**src/rtl/wca_lime_iq_deframer.sv**
```systemverilog
// rtl/wca_lime_iq_deframer.sv - Lime rx I/Q deframer with DC remover, test patterns and pair counter
module wca_lime_iq_deframer #(
    parameter int DW       = 12,
    parameter int DC_SHIFT = 10,
    parameter int CNT_W    = 16
) (
    input  logic                clock,
    input  logic                reset_n,
    input  logic                enable,
    input  logic [1:0]          mode,
    input  logic                iq_swap,
    input  logic                in_valid,
    input  logic                in_iqsel,
    input  logic [DW-1:0]       in_data,
    input  logic                err_clr,
    output logic [2*DW-1:0]     out_iq,
    output logic                out_strobe,
    output logic [DW-1:0]       dc_i,
    output logic [DW-1:0]       dc_q,
    output logic                err_seq,
    output logic [CNT_W-1:0]    pair_count
);

    localparam int AW = DW + DC_SHIFT;
    localparam logic [DW-1:0] ONE   = DW'(1);
    localparam logic [DW-1:0] PAT_P = ONE << (DW - 4);
    localparam logic [DW-1:0] PAT_N = ~PAT_P + ONE;

    typedef enum logic {
        WAIT_I = 1'b0,
        WAIT_Q = 1'b1
    } state_t;

    state_t state;
    state_t state_nxt;

    logic take_i;
    logic take_q;
    logic seq_err;

    logic [DW-1:0] lat_i;
    logic [DW-1:0] lat_q;
    logic [1:0]    lat_mode;
    logic          lat_swap;
    logic          pend;

    logic [AW-1:0] acc_i;
    logic [AW-1:0] acc_q;

    logic [DW-1:0] cnt_lo;
    logic [DW-1:0] res_i;
    logic [DW-1:0] res_q;

    // x - dc, clamped to the signed DW-bit range
    function automatic logic [DW-1:0] sat_sub(input logic [DW-1:0] x, input logic [DW-1:0] dc);
        logic [DW:0] d;
        d = {x[DW-1], x} - {dc[DW-1], dc};
        if (d[DW] != d[DW-1])
            return d[DW] ? {1'b1, {(DW-1){1'b0}}} : {1'b0, {(DW-1){1'b1}}};
        return d[DW-1:0];
    endfunction

    // Leaky integrator; steady-state |acc| <= 2^(AW-1), so AW bits never wrap
    function automatic logic [AW-1:0] acc_next(input logic [AW-1:0] acc, input logic [DW-1:0] x);
        logic [AW-1:0] sh;
        sh = $signed(acc) >>> DC_SHIFT;
        return acc + {{DC_SHIFT{x[DW-1]}}, x} - sh;
    endfunction

    always_ff @(posedge clock or negedge reset_n) begin
        if (!reset_n)
            state <= WAIT_I;
        else
            state <= state_nxt;
    end

    always_comb begin
        state_nxt = state;
        if (!enable)
            state_nxt = WAIT_I;
        else if (in_valid) begin
            if (state == WAIT_I)
                state_nxt = in_iqsel ? WAIT_Q : WAIT_I;
            else
                state_nxt = in_iqsel ? WAIT_Q : WAIT_I;
        end
    end

    // An I word is always latched: in WAIT_Q it replaces the stale I
    always_comb begin
        take_i  = 1'b0;
        take_q  = 1'b0;
        seq_err = 1'b0;
        if (enable && in_valid) begin
            take_i = in_iqsel;
            if (state == WAIT_I) begin
                seq_err = !in_iqsel;
            end else begin
                take_q  = !in_iqsel;
                seq_err = in_iqsel;
            end
        end
    end

    always_ff @(posedge clock or negedge reset_n) begin
        if (!reset_n) begin
            lat_i    <= '0;
            lat_q    <= '0;
            lat_mode <= 2'd0;
            lat_swap <= 1'b0;
            pend     <= 1'b0;
            err_seq  <= 1'b0;
        end else begin
            if (take_i)
                lat_i <= in_data;
            if (take_q) begin
                lat_q    <= in_data;
                lat_mode <= mode;
                lat_swap <= iq_swap;
            end
            pend    <= take_q;
            err_seq <= seq_err | (err_seq & ~err_clr);
        end
    end

    assign dc_i = DW'($signed(acc_i) >>> DC_SHIFT);
    assign dc_q = DW'($signed(acc_q) >>> DC_SHIFT);

    generate
        if (CNT_W >= DW) begin : g_cnt_trunc
            assign cnt_lo = pair_count[DW-1:0];
        end else begin : g_cnt_ext
            assign cnt_lo = {{(DW-CNT_W){1'b0}}, pair_count};
        end
    endgenerate

    always_comb begin
        res_i = lat_i;
        res_q = lat_q;
        case (lat_mode)
            2'd1: begin
                res_i = sat_sub(lat_i, dc_i);
                res_q = sat_sub(lat_q, dc_q);
            end
            2'd2: begin
                res_i = PAT_P;
                res_q = PAT_N;
            end
            2'd3: begin
                res_i = cnt_lo;
                res_q = ~cnt_lo;
            end
            default: begin
                res_i = lat_i;
                res_q = lat_q;
            end
        endcase
    end

    // Output stage runs on the pending flag only, so a pair formed just before enable drops still issues
    always_ff @(posedge clock or negedge reset_n) begin
        if (!reset_n) begin
            out_iq     <= '0;
            out_strobe <= 1'b0;
            acc_i      <= '0;
            acc_q      <= '0;
            pair_count <= '0;
        end else begin
            out_strobe <= pend;
            if (pend) begin
                out_iq     <= lat_swap ? {res_i, res_q} : {res_q, res_i};
                acc_i      <= acc_next(acc_i, lat_i);
                acc_q      <= acc_next(acc_q, lat_q);
                pair_count <= pair_count + CNT_W'(1);
            end
        end
    end

endmodule

```
**config.mk**
```make
export PLATFORM = sky130hd
export DESIGN_NAME = wca_lime_iq_deframer
export DESIGN_NICKNAME = d
export VERILOG_FILES = /design/src/rtl/wca_lime_iq_deframer.sv
export SDC_FILE = /design/constraint.sdc
export NUM_CORES = 1
export LEC_CHECK = 0
export CAP_MARGIN = 20
export CORE_ASPECT_RATIO = 1.5
export CORE_UTILIZATION = 60
export DETAILED_ROUTE_END_ITERATION = 8
export DONT_BUFFER_PORTS = 1
export PLACE_DENSITY_LB_ADDON = 0.25
export SYNTH_ARGS = -nofsm -noshare
export SYNTH_HDL_FRONTEND = slang
export SYNTH_SLANG_ARGS = --single-unit
export TNS_END_PERCENT = 30
```
**constraint.sdc**
```tcl
create_clock -name clock -period 4 [get_ports clock]
set_input_delay 0.8 -clock clock [delete_from_list [all_inputs] [get_ports clock]]
set_output_delay 0.8 -clock clock [all_outputs]
set_load 0.02 [all_outputs]
```
==> results.cfg, run 1 <==
[run_status]
outcome = finished clean

[die]
die_w_um = 106
die_area_um2 = 16700
fp.dieH_um = 158
ioPinCount = 87
core_area_um2 = 15800
rows = 56
initial_core_util_pct = 61.8

[synthesis]
yosysMostFrequentCell = inv_1
synthCells = 1088
synth-seq-cells = 115
synth-async-reset-ratio_pct = 100
avgSynthCellArea_um2 = 8.95
synth_top_area_share_pct = 29.6
yosys.area.top_type = dfrtp_1
seq_area_frac_synth_pct = 29.6
synth_area_um2 = 9740
ys_warn_count = 0
yosys-top-cells-count = inv_1 (179), dfrtp_1 (115), o21ai_0 (79)
ys_types = 74
synth_edf_count = 0
synth_ff_type = dfrtp_1
synth_nets = 1223
netlist_top_cells_area = dfrtp_1 (30%), fa_1 (9.0%), ha_1 (9.0%)

[sta]
rsz0062_at_grt = no
tns_ns = 0
fmax_mhz = 277
finalHoldViolations = 0
final.min_clock_period_ns = 3.60
setup_violations = 0
period_share_pct = 90.1
relSlewSlack_pct = 24.9
postLayoutSetupSlackWorst_ns = 0.396
skew_ns = 0.00887
tightest_slew_ns = 1.12
drv_slew = 0

[route]
dr.pass1.iters = 5
antenna_left = 0
vias = 7747
drc = 0
via_per_inst = 6.07
drt_wl_total_um = 25600
wl_per_cell_um = 20.1
drtIter0Drc = 517

[critical_path]
crit_path_max_incr_delay_ns = 0.50
cpMaxStageDelayCell = fa_1
arrival_ns = 3.90
worst-path-max-fanout = 10
critPathLaunch = lat_i[11]
crit_required_ns = 4.30
cpLargestDelayFamily = compound AO/OA/AOI/OAI gates
start_kind = flop
path_depth = 12
crit_buf_inv = 2
reg2reg_to = acc_i[21]
reg2reg_slack_ns = 0.40
rr_startpoint = lat_i[11]
crit_end = acc_i[21]
crit_type = flop to flop
crit_chain = inv_1 -> fa_1 -> inv_1 -> ha_1 -> a21o_1 -> a21o_1 -> a22o_1 -> a311oi_1 -> o22ai_1 -> o21ai_0 -> o311ai_0 -> xnor2_1
endpoint_kind = flop
rr_worst_depth = 12

[global_routing]
grt_pass1_wl_um = 41100
overflow = 0
grt_max_degree = 116
grt_pass1_vias = 7952
grt_use_total_pct = 32.3
antenna_found_initial = 0

[cts]
cts.htree.levels = 4
cts_tree = built
post_cts_buffers = 0
clock-sinks = 115
cts_resized = 0
clock_latency_ns = 0.43
clkTransAtPathRegs_ns = 0.06
clockRootBuffer = clkbuf_16
holdBufCountCts = 0
clockBufferDepth = 2
cts_buffers = 17

[place]
place_ws_ns = 0.487
dpl.hpwl_um = 19300
placed_area_um2 = 9750
place.gp.congestion = 0.899
port_buffers = 0

[layout]
finish.instance_area_um2 = 10300
diodes = 0
drive_gt1_share_pct = 8.39
syn2layout_area_growth_pct = 6.17
nNetsFinal = 1195
fill_cells = 1306
utilization_pct = 65.6

[min_path]
holdCritPathClass = input pin to asynchronous set/reset pin

[run]
cap_violations = 0
worst min path at each step:
| stage | endpoint | slack [ns] | cells after the start |
|---|---|---|---|
| 6_report | acc_i[5] | 0.07 | 0 |
| 5_1_grt | acc_i[5] | 0.06 | 0 |
| 4_1_cts | acc_i[2] | 0.06 | 0 |
| 3_5_place_dp | acc_q[8] | 0.47 | 1 |
| 3_3_place_gp | acc_q[8] | 0.46 | 1 |
| 2_1_floorplan | out_strobe | 0.40 | 0 |
registers in the layout (all words and copies together) (netlist names):
register	cells
err_seq	1
lat_q	12
out_iq	24
acc_q	22
state	1
pend	1
lat_i	12
lat_swap	1
lat_mode	2
out_strobe	1
pair_count	16
acc_i	22
layout by cell type (no fill, tap or decap), types with 19 or more instances in the layout:
| cell | n |
|---|---|
| a21o_1 | 22 |
| a21oi_1 | 51 |
| dfrtp_1 | 114 |
| fa_1 | 44 |
| ha_1 | 70 |
| inv_1 | 179 |
| mux2_2 | 31 |
| nand2_1 | 74 |
| nand3_1 | 22 |
| nor2_1 | 49 |
| o21ai_0 | 79 |
| xnor2_1 | 46 |
| xor2_1 | 19 |
area by class of cell:
class                      instances  area [um^2]  share of cell area (%)
clock inverter                    11          135                    1.31
sequential                       115         2880                    27.9
multi-input combinational        740         5890                    57.0
tap                              203          254                    2.46
timing repair buffer               7         52.6                   0.508
clock buffer                      21          450                    4.36
inverter                         179          672                    6.50
per-layer routing:
layer	global-route usage, %	share of wire, %	vias up
met4	19.3	5.8	0
met3	6.96	5.7	99
met1	33.3	37	3743
li1	-	-	3657
met5	0	0	-
met2	59.4	52	248
metrics by stage:
stage,std cells,hold slack [ns]
after floorplan,1088,0.403
after global placement,1244,0.464
after detailed placement,1244,0.471
after CTS,1276,0.0612
after global routing,1276,0.0615
final,1276,0.0672
cells by family after synthesis:
logic type                 after synthesis  synth area share [%]
and+or+nand+nor                        224                  10.8
muxes                                   45                  5.08
xor gates and xnor gates                65                  5.85
DFF                                    115                  29.6
AOI/OAI and AO/OA                      291                  20.6
adders and majority gates              115                  18.1
buffers and inverters                  233                  9.93
Power of run 1 is not shown: default switching activity piles up to over one toggle a cycle in this logic, so the estimate is an artifact.
==> run 2: changes to the inputs <==
ABC_AREA = 1   (was unset)
==> results.cfg, run 2 <==
[synthesis]
ys_types = 46
ys_warn_count = 0
yosys-top-cells-count = nand2_1 (298), inv_1 (269), nand3_1 (125)
synth_area_um2 = 10200
netlist_top_cells_area = dfrtp_1 (28%), nand2_1 (11%), inv_1 (9.9%)
synth-async-reset-ratio_pct = 100
yosys.area.top_type = dfrtp_1
synth_ff_type = dfrtp_1
synth_edf_count = 0
synth-seq-cells = 115
synthCells = 1395
synth_top_area_share_pct = 28.3
avgSynthCellArea_um2 = 7.29
synth_nets = 1530
yosysMostFrequentCell = nand2_1
seq_area_frac_synth_pct = 28.3

[layout]
drive_gt1_share_pct = 4.95
top_regs = out_iq: 24 flops, acc_i: 22 flops, acc_q: 22 flops
syn2layout_area_growth_pct = 5.87
final_common_cell = nand2_1
nNetsFinal = 1496
diodes = 0
largest_register = out_iq
fill_cells = 1495
largest_reg_flops = 24
layout_common_cells = nand2_1 (298), inv_1 (269), nand3_1 (125)

[global_routing]
grt_pass1_wl_um = 45400
antenna_found_initial = 0
grt_pass1_vias = 9063
grt_use_total_pct = 34.6
grt_max_degree = 116
overflow = 0

[critical_path]
arrival_ns = 3.67
worst-path-max-fanout = 6
rr_startpoint = acc_i[11]
crit_type = flop to flop
reg2reg_slack_ns = 0.64
critPathLaunch = acc_i[11]
rr_worst_depth = 12
crit_required_ns = 4.32
start_kind = flop
endpoint_kind = flop
crit_end = acc_i[16]
reg2reg_to = acc_i[16]

[cts]
cts_buffers = 17
cts_tree = built
cts_resized = 0
clock_latency_ns = 0.43
post_cts_buffers = 0
clockBufferDepth = 2
cts.htree.levels = 4
clkTransAtPathRegs_ns = 0.06
holdBufCountCts = 0
clockRootBuffer = clkbuf_16
clock-sinks = 115

[run_status]
outcome = finished clean

[die]
initial_core_util_pct = 62.0
die_w_um = 108
fp.dieH_um = 161
ioPinCount = 87
rows = 57
die_area_um2 = 17500
core_area_um2 = 16400

[route]
drc = 0
via_per_inst = 5.81
drt_wl_total_um = 28600
antenna_left = 0
wl_per_cell_um = 18.1
dr.pass1.iters = 6
vias = 9178
drtIter0Drc = 745

[sta]
drv_slew = 0
final.min_clock_period_ns = 3.36
setup_violations = 0
skew_ns = 0.00841
period_share_pct = 83.9
rsz0062_at_grt = no
relSlewSlack_pct = 33.0
tns_ns = 0
fmax_mhz = 298
finalHoldViolations = 0
tightest_slew_ns = 1.00
hold_ws_ns = 0.0617

[place]
port_buffers = 0
place.gp.congestion = 0.985
dpl.hpwl_um = 22300

[run]
cap_violations = 0

[min_path]
holdCritPathClass = input pin to asynchronous set/reset pin
==> run 2: layout make-up <==
class	count	area (um^2)	share of cell area, %
repair buffers	3	22.5	0.209
clock inverters	12	180	1.67
clock buffers	20	457	4.24
flip-flops and latches	115	2880	26.7
inverters	272	1020	9.48
well taps	206	258	2.39
multi-input cells	952	5950	55.3
==> run 2: cells by family (layout without fill, tap and decap cells) <==
family / after synthesis / in the layout / share of synthesized area, %
and+or+nand+nor: 563 / 563 / 24.6
buffers and inverters: 328 / 307 / 13.2
AOI/OAI and AO/OA: 228 / 228 / 12.6
DFF: 115 / 115 / 28.3
adders and majority gates: 114 / 114 / 17.3
xor gates and xnor gates: 47 / 47 / 4.05
==> run 2: worst min-delay path by stage <==
stage	from	endpoint	slack [ns]	depth (start not counted)
2_1_floorplan	pend	out_strobe	0.41	0
3_3_place_gp	acc_i[7]	acc_i[7]	0.47	2
3_5_place_dp	acc_q[4]	acc_q[4]	0.47	2
4_1_cts	reset_n	acc_q[15]	0.06	0
5_1_grt	reset_n	acc_q[15]	0.05	0
6_report	reset_n	acc_q[9]	0.06	0
==> run 2: critical path: stages (launching register included) <==
cell and delay, ns:
dfrtp_1 0.54, inv_1 0.23, fa_1 0.59, inv_1 0.05, ha_1 0.38, a21oi_1 0.25
o21a_1 0.14, o21ai_0 0.15, a31oi_1 0.33, o21bai_1 0.15, or2_2 0.29, nand3_1 0.08
nand2_1 0.06
==> run 2: routing by layer <==
layer / routed length, um / global-route usage, % / up-vias / part of all wire (%)
met1: 10500 / 38.2 / 4320 / 37
met5: 0 / 0 / - / 0
met2: 14700 / 61.1 / 360 / 51
li1: - / - / 4381 / -
met3: 1580 / 5.29 / 117 / 5.5
met4: 1870 / 21.9 / 0 / 6.5
==> run 2: through the flow <==
step | instance area (um^2) | std cells | utilization (%) | setup slack [ns]
floorplan | 10200 | 1395 | - | 1.26
global placement | 10100 | 1548 | 61.8 | 0.726
detailed placement | 10100 | 1548 | 61.8 | 0.714
CTS | 10800 | 1580 | 65.6 | 0.686
global route | 10800 | 1580 | 65.6 | 0.451
finish | 10800 | 1580 | 65.6 | 0.645
Power of run 2 is left out for the same reason.
